## src/rtl/ex_operand_stage_pkg.sv

```systemverilog
// Shared types and constants for the EX operand stage: source selects, ALU codes,
// the poison operand and the forwarding hit test.
package ex_operand_stage_pkg;

    typedef enum logic [1:0] {
        SrcaRs1  = 2'd0,
        SrcaPc   = 2'd1,
        SrcaImm  = 2'd2,
        SrcaRsvd = 2'd3
    } srca_sel_e;

    typedef enum logic {
        SrcbRs2 = 1'b0,
        SrcbImm = 1'b1
    } srcb_sel_e;

    localparam logic [3:0] AluAdd  = 4'h0;
    localparam logic [3:0] AluSub  = 4'h1;
    localparam logic [3:0] AluSll  = 4'h2;
    localparam logic [3:0] AluSlt  = 4'h3;
    localparam logic [3:0] AluSltu = 4'h4;
    localparam logic [3:0] AluXor  = 4'h5;
    localparam logic [3:0] AluSrl  = 4'h6;
    localparam logic [3:0] AluSra  = 4'h7;
    localparam logic [3:0] AluOr   = 4'h8;
    localparam logic [3:0] AluAnd  = 4'h9;
    localparam logic [3:0] AluCopy = 4'hA;

    // Loaded into SRC_A for the reserved source select so misuse is visible downstream.
    localparam logic [31:0] PoisonWord = 32'hDEADDEAD;

    // x0 is hardwired to zero, so a write to it must never be forwarded.
    function automatic logic fwd_hit(input logic we, input logic [4:0] rd, input logic [4:0] rs);
        return we && (rd != 5'd0) && (rd == rs);
    endfunction

endpackage

```

## src/rtl/fwd_mux.sv

```systemverilog
// Bypass select for one source register: MEM result, else WB result, else register file.
module fwd_mux
    import ex_operand_stage_pkg::*;
#(
    parameter int unsigned XLEN = 32
) (
    input  logic [4:0]      rs_addr,
    input  logic [XLEN-1:0] rs_data,
    input  logic            mem_we,
    input  logic [4:0]      mem_rd,
    input  logic [XLEN-1:0] mem_data,
    input  logic            wb_we,
    input  logic [4:0]      wb_rd,
    input  logic [XLEN-1:0] wb_data,
    output logic [XLEN-1:0] fwd_data
);

    always_comb begin
        fwd_data = rs_data;
        if (fwd_hit(mem_we, mem_rd, rs_addr)) begin
            fwd_data = mem_data;
        end else if (fwd_hit(wb_we, wb_rd, rs_addr)) begin
            fwd_data = wb_data;
        end
    end

endmodule

```

## src/rtl/ex_operand_stage.sv

```systemverilog
// EX operand stage: resolves forwarding at capture, selects ALU operands and holds them
// in a one-entry valid/ready register with a saturating back-pressure counter.
module ex_operand_stage
    import ex_operand_stage_pkg::*;
#(
    parameter int unsigned XLEN = 32,
    parameter int unsigned CNTW = 16
) (
    input  logic            clk,
    input  logic            rst_n,
    input  logic            in_valid,
    output logic            in_ready,
    input  logic [XLEN-1:0] in_rs1_data,
    input  logic [XLEN-1:0] in_rs2_data,
    input  logic [4:0]      in_rs1_addr,
    input  logic [4:0]      in_rs2_addr,
    input  logic [4:0]      in_rd_addr,
    input  logic [XLEN-1:0] in_pc,
    input  logic [XLEN-1:0] in_imm,
    input  logic [1:0]      in_srca_sel,
    input  logic            in_srcb_sel,
    input  logic [3:0]      in_alu_fun,
    input  logic            in_reg_we,
    input  logic            fwd_mem_we,
    input  logic            fwd_wb_we,
    input  logic [4:0]      fwd_mem_rd,
    input  logic [4:0]      fwd_wb_rd,
    input  logic [XLEN-1:0] fwd_mem_data,
    input  logic [XLEN-1:0] fwd_wb_data,
    input  logic            flush,
    output logic            out_valid,
    input  logic            out_ready,
    output logic [XLEN-1:0] src_a,
    output logic [XLEN-1:0] src_b,
    output logic [3:0]      alu_fun,
    output logic [4:0]      out_rd_addr,
    output logic            out_reg_we,
    output logic [CNTW-1:0] stall_cnt
);

    logic [XLEN-1:0] rs1_fwd, rs2_fwd;
    logic [XLEN-1:0] src_a_d, src_b_d;
    logic            capture;

    logic            out_valid_q;
    logic [XLEN-1:0] src_a_q, src_b_q;
    logic [3:0]      alu_fun_q;
    logic [4:0]      rd_addr_q;
    logic            reg_we_q;
    logic [CNTW-1:0] stall_cnt_q;

    fwd_mux #(.XLEN(XLEN)) u_fwd_rs1 (
        .rs_addr  (in_rs1_addr),
        .rs_data  (in_rs1_data),
        .mem_we   (fwd_mem_we),
        .mem_rd   (fwd_mem_rd),
        .mem_data (fwd_mem_data),
        .wb_we    (fwd_wb_we),
        .wb_rd    (fwd_wb_rd),
        .wb_data  (fwd_wb_data),
        .fwd_data (rs1_fwd)
    );

    fwd_mux #(.XLEN(XLEN)) u_fwd_rs2 (
        .rs_addr  (in_rs2_addr),
        .rs_data  (in_rs2_data),
        .mem_we   (fwd_mem_we),
        .mem_rd   (fwd_mem_rd),
        .mem_data (fwd_mem_data),
        .wb_we    (fwd_wb_we),
        .wb_rd    (fwd_wb_rd),
        .wb_data  (fwd_wb_data),
        .fwd_data (rs2_fwd)
    );

    assign in_ready = !out_valid_q || out_ready;
    assign capture  = in_valid && in_ready && !flush;

    always_comb begin
        src_a_d = rs1_fwd;
        unique case (srca_sel_e'(in_srca_sel))
            SrcaRs1:  src_a_d = rs1_fwd;
            SrcaPc:   src_a_d = in_pc;
            SrcaImm:  src_a_d = in_imm;
            SrcaRsvd: src_a_d = XLEN'(PoisonWord);
            default:  src_a_d = rs1_fwd;
        endcase
        src_b_d = (srcb_sel_e'(in_srcb_sel) == SrcbImm) ? in_imm : rs2_fwd;
    end

    always_ff @(posedge clk or negedge rst_n) begin
        if (!rst_n) begin
            out_valid_q <= 1'b0;
            src_a_q     <= '0;
            src_b_q     <= '0;
            alu_fun_q   <= 4'b0000;
            rd_addr_q   <= 5'd0;
            reg_we_q    <= 1'b0;
            stall_cnt_q <= '0;
        end else begin
            // Flush wins over both capture and drain; payload is left as-is.
            if (flush) begin
                out_valid_q <= 1'b0;
            end else if (capture) begin
                out_valid_q <= 1'b1;
                src_a_q     <= src_a_d;
                src_b_q     <= src_b_d;
                alu_fun_q   <= in_alu_fun;
                rd_addr_q   <= in_rd_addr;
                reg_we_q    <= in_reg_we;
            end else if (out_ready) begin
                out_valid_q <= 1'b0;
            end

            if (out_valid_q && !out_ready && (stall_cnt_q != '1)) begin
                stall_cnt_q <= stall_cnt_q + CNTW'(1);
            end
        end
    end

    assign out_valid   = out_valid_q;
    assign src_a       = src_a_q;
    assign src_b       = src_b_q;
    assign alu_fun     = alu_fun_q;
    assign out_rd_addr = rd_addr_q;
    assign out_reg_we  = reg_we_q;
    assign stall_cnt   = stall_cnt_q;

endmodule

```

## config.mk

```make
export PLATFORM = sky130hd
export DESIGN_NAME = ex_operand_stage
export DESIGN_NICKNAME = d
export VERILOG_FILES = /design/src/rtl/ex_operand_stage_pkg.sv /design/src/rtl/fwd_mux.sv /design/src/rtl/ex_operand_stage.sv
export SDC_FILE = /design/constraint.sdc
export NUM_CORES = 1
export LEC_CHECK = 0
export ABC_AREA = 1
export ABC_CLOCK_PERIOD_IN_PS = 1700
export CAP_MARGIN = 20
export CORE_UTILIZATION = 30
export CTS_BUF_LIST = sky130_fd_sc_hd__clkbuf_8 sky130_fd_sc_hd__clkbuf_16
export CTS_CLUSTER_DIAMETER = 100
export CTS_CLUSTER_SIZE = 16
export DETAILED_ROUTE_END_ITERATION = 8
export SYNTH_ARGS = -nofsm -noshare
export SYNTH_HDL_FRONTEND = slang
export SYNTH_HIERARCHICAL = 1
export SYNTH_SLANG_ARGS = --single-unit
```

## constraint.sdc

```tcl
create_clock -name clk -period 1.7 [get_ports clk]
set_input_delay 0.51 -clock clk [delete_from_list [all_inputs] [get_ports clk]]
set_output_delay 0.51 -clock clk [all_outputs]
set_load 0.005 [all_outputs]
```

==> reports/qor.yml <==
status: "complete, no violations"
drive_above_1_share_pct: 18.3
grt_usage_pct: 28.4
clk_latency_ps: 360
timing.reg2reg.setup_slack_ps: 140
vias_per_cell: 5.07
synth_seq_cells: 91
die_h_um: 160
fin_crit_ps: 1680
switching_share_pct: 33.9
cts-buffers-inserted: 9
gp_congestion: 0.920
ys_warn_count: 6
io_pins: 324
clock_sinks: 91
htreeDepth: 3
clkTransAtPathRegs_ps: 70
grt_pass1_wl_um: 55700
synthCells: 1214
fin_nets: 1836
start_util_pct: 30.6
switchingPower_mw: 2.65
clock_power_share_pct: 26.4
setup_viol: 0
crit_type: "in -> reg"
path_buf_inv: 2
avgSynthCellArea_um2: 6.16
rows: 57
seq_area_frac_synth_pct: 30.5
antenna_found_initial: 5
cap_violations: 0
powerDensity_nw_per_um2: 614
io_buffers: 323
relSlewSlack_pct: 78.8
p_leak_nw: 6.48
power_mw: 7.84
hold_violations: 0
crit_start: "in_rs2_addr[1]"
multiInputGateArea_um2: 4370
synth_nets: 1447
wl_um: 36500
worstPathRequired_ps: 1940
rsz0062_at_grt: "yes"
cts_tree: "done"
crit_fanout: 6
worst_clock_skew_ps: 5.70
fillers: 2476
wl_per_cell_um: 18.9
end_kind: "flip-flop"
ys_types: 29
die_w_um: 160
hold_ws_ps: 33.2
p_comb_share_pct: 39.1
core_um2: 24400
dieArea_um2: 25500
ctsHoldBuffers: 0
crit_path_max_incr_delay_ps: 270
ir_worst_vdd_v: 0.000550
timing.rr.start: "stall_cnt[1]"
start_kind: "input pin"
share_seq_of_total_power_pct: 34.5
hold_path.class: "in -> async"
drc: 0
maxSlewViolCount: 0
overflow: 0
worstPathCellList: "buf_4 > or2_4 > a21oi_4 > nand3_4 > buf_12 > nand3_1 > nand2_1 > o21ai_1 > o21ai_0"
vias: 9814
cp.arrival_ps: 1920
seq_area_um2: 2290
synth_area_um2: 7470
layout.cells.non_filler: 1935
clockBufferDepth: 2
p_int_mw: 5.18
fin_crit_sh_pct: 99.1
grt_pass1_vias: 9699
dr.pass1.iters: 6
path_delay_family: "simple AND/OR/NAND/NOR gates"
ant_nets: 0
hpwl_um: 26800
max_freq_mhz: 594
tightest_slew_ps: 318
root_buffer: "clkbuf_16"
grt_max_degree: 65
cpMaxStageDelayCell: "a21oi_4"
drt_iter0_drc: 661
place_inst: 1860
areaGrowthSynthToFinish_pct: 70.7
[metal layers]
layer	part of all wire, %	GRT usage [%]
met5	0	0
met4	2.7	9.00
met2	46	46.3
met1	42	37.4
met3	8.8	5.84
[registers in the layout (all words and copies together), names as in the netlist]
name         flops
src_b           32
out_reg_we       1
out_valid        1
out_rd_addr      5
alu_fun          4
src_a           32
stall_cnt       16
[cell usage after synthesis]
| library cell | count | area, um2 |
|---|---|---|
| o21ai_1 | 12 | 60.1 |
| inv_1 | 198 | 743 |
| nand4_1 | 135 | 845 |
| nor2_1 | 54 | 203 |
| clkbuf_1 | 22 | 82.6 |
| nand3_2 | 2 | 20.0 |
| clkinv_1 | 1 | 3.75 |
| nor2_2 | 9 | 56.3 |
| nor2_4 | 1 | 11.3 |
| or2_1 | 2 | 12.5 |
| nand2_1 | 380 | 1430 |
| xnor2_1 | 4 | 35.0 |
| o21ai_0 | 86 | 430 |
| nand3_1 | 73 | 365 |
| o21ai_4 | 1 | 16.3 |
| inv_2 | 4 | 15.0 |
| a21oi_4 | 2 | 32.5 |
| dfrtp_1 | 91 | 2280 |
| buf_4 | 1 | 7.51 |
| buf_6 | 8 | 90.1 |
| a21oi_1 | 35 | 175 |
| a31oi_1 | 31 | 194 |
| nand2_2 | 2 | 12.5 |
| buf_2 | 49 | 245 |
| ha_1 | 1 | 12.5 |
| nand2_4 | 1 | 11.3 |
| nand3_4 | 3 | 52.6 |
| xor2_1 | 3 | 26.3 |
| buf_1 | 3 | 11.3 |
[metrics by stage]
step	instance area (um2)	util, %	setup TNS (ps)	worst slack (ps)
floorplan	7470	-	0	1.77
global placement	11500	47.2	-44570	-735
detailed placement	11500	47.2	-46760	-768
CTS	12600	51.7	-25.0	-15.6
global route	12800	52.3	-142	-41.1
finish	12800	52.3	0	15.1
[kinds of logic after synthesis]
kind of cell / Yosys count / share of synthesized area [%]
buf+inv: 286 / 16.0
flops: 91 / 30.5
xor+xnor: 7 / 0.820
simple gates: 662 / 40.3
compound gates: 167 / 12.2
fa+ha+maj: 1 / 0.167
[power by group through the flow]
stage	Sequential, mW	Clock (mW)	Combinational, mW
6_report	2.71	2.07	3.06
5_1_grt	2.74	2.17	3.31
4_1_cts	2.70	2.09	2.99
3_5_place_dp	2.79	0	2.88
3_3_place_gp	2.78	0	2.87
2_1_floorplan	2.77	0	0.981
[path summary, 6_finish.rpt]
path                                 end  cells past startpoint
hold / removal             stall_cnt[14]                      1
hold reg to reg               alu_fun[3]                      2
min in group clk              alu_fun[3]                      2
max in group asynchronous      src_b[31]                      2
setup reg to reg           stall_cnt[11]                      8
setup / recovery               src_b[29]                      9
[area by class of cell]
class,count,share of cell area [%]
Clock inverter,7,0.539
Timing Repair Buffer,461,36.3
Antenna cell,3,0.0588
Sequential cell,91,17.9
Tap cell,324,3.18
Clock buffer,9,1.77
Multi-Input combinational cell,837,34.3
Inverter,203,5.97
[cells in the final DEF, fill, tap and decap left out, drive strengths merged]
| cell type | netlist | layout |
|---|---|---|
| o21ai | 99 | 99 |
| clkbuf | 22 | 14 |
| clkdlybuf4s50 | 0 | 204 |
| inv | 202 | 204 |
| nand4 | 135 | 135 |
| nand2 | 383 | 383 |
| xor2 | 3 | 3 |
| a21oi | 37 | 37 |
| clkinvlp | 0 | 1 |
| dfrtp | 91 | 91 |
| diode | 0 | 3 |
| dlygate4sd2 | 0 | 92 |
| ha | 1 | 1 |
| bufinv | 0 | 1 |
| nand3 | 78 | 78 |
| clkdlybuf4s15 | 0 | 1 |
| clkinv | 1 | 4 |
| buf | 61 | 159 |
| or2 | 2 | 2 |
| xnor2 | 4 | 4 |
| a31oi | 31 | 31 |
| nor2 | 64 | 64 |
[what timing repair did]
item,4_1_cts,5_1_grt
buffers inserted,45,5
resized for setup,284,115
pin swaps,46,70
cloned,15,1
setup endpoints to repair,156,85
No activity file was read; power rests on OpenSTA's default activity.
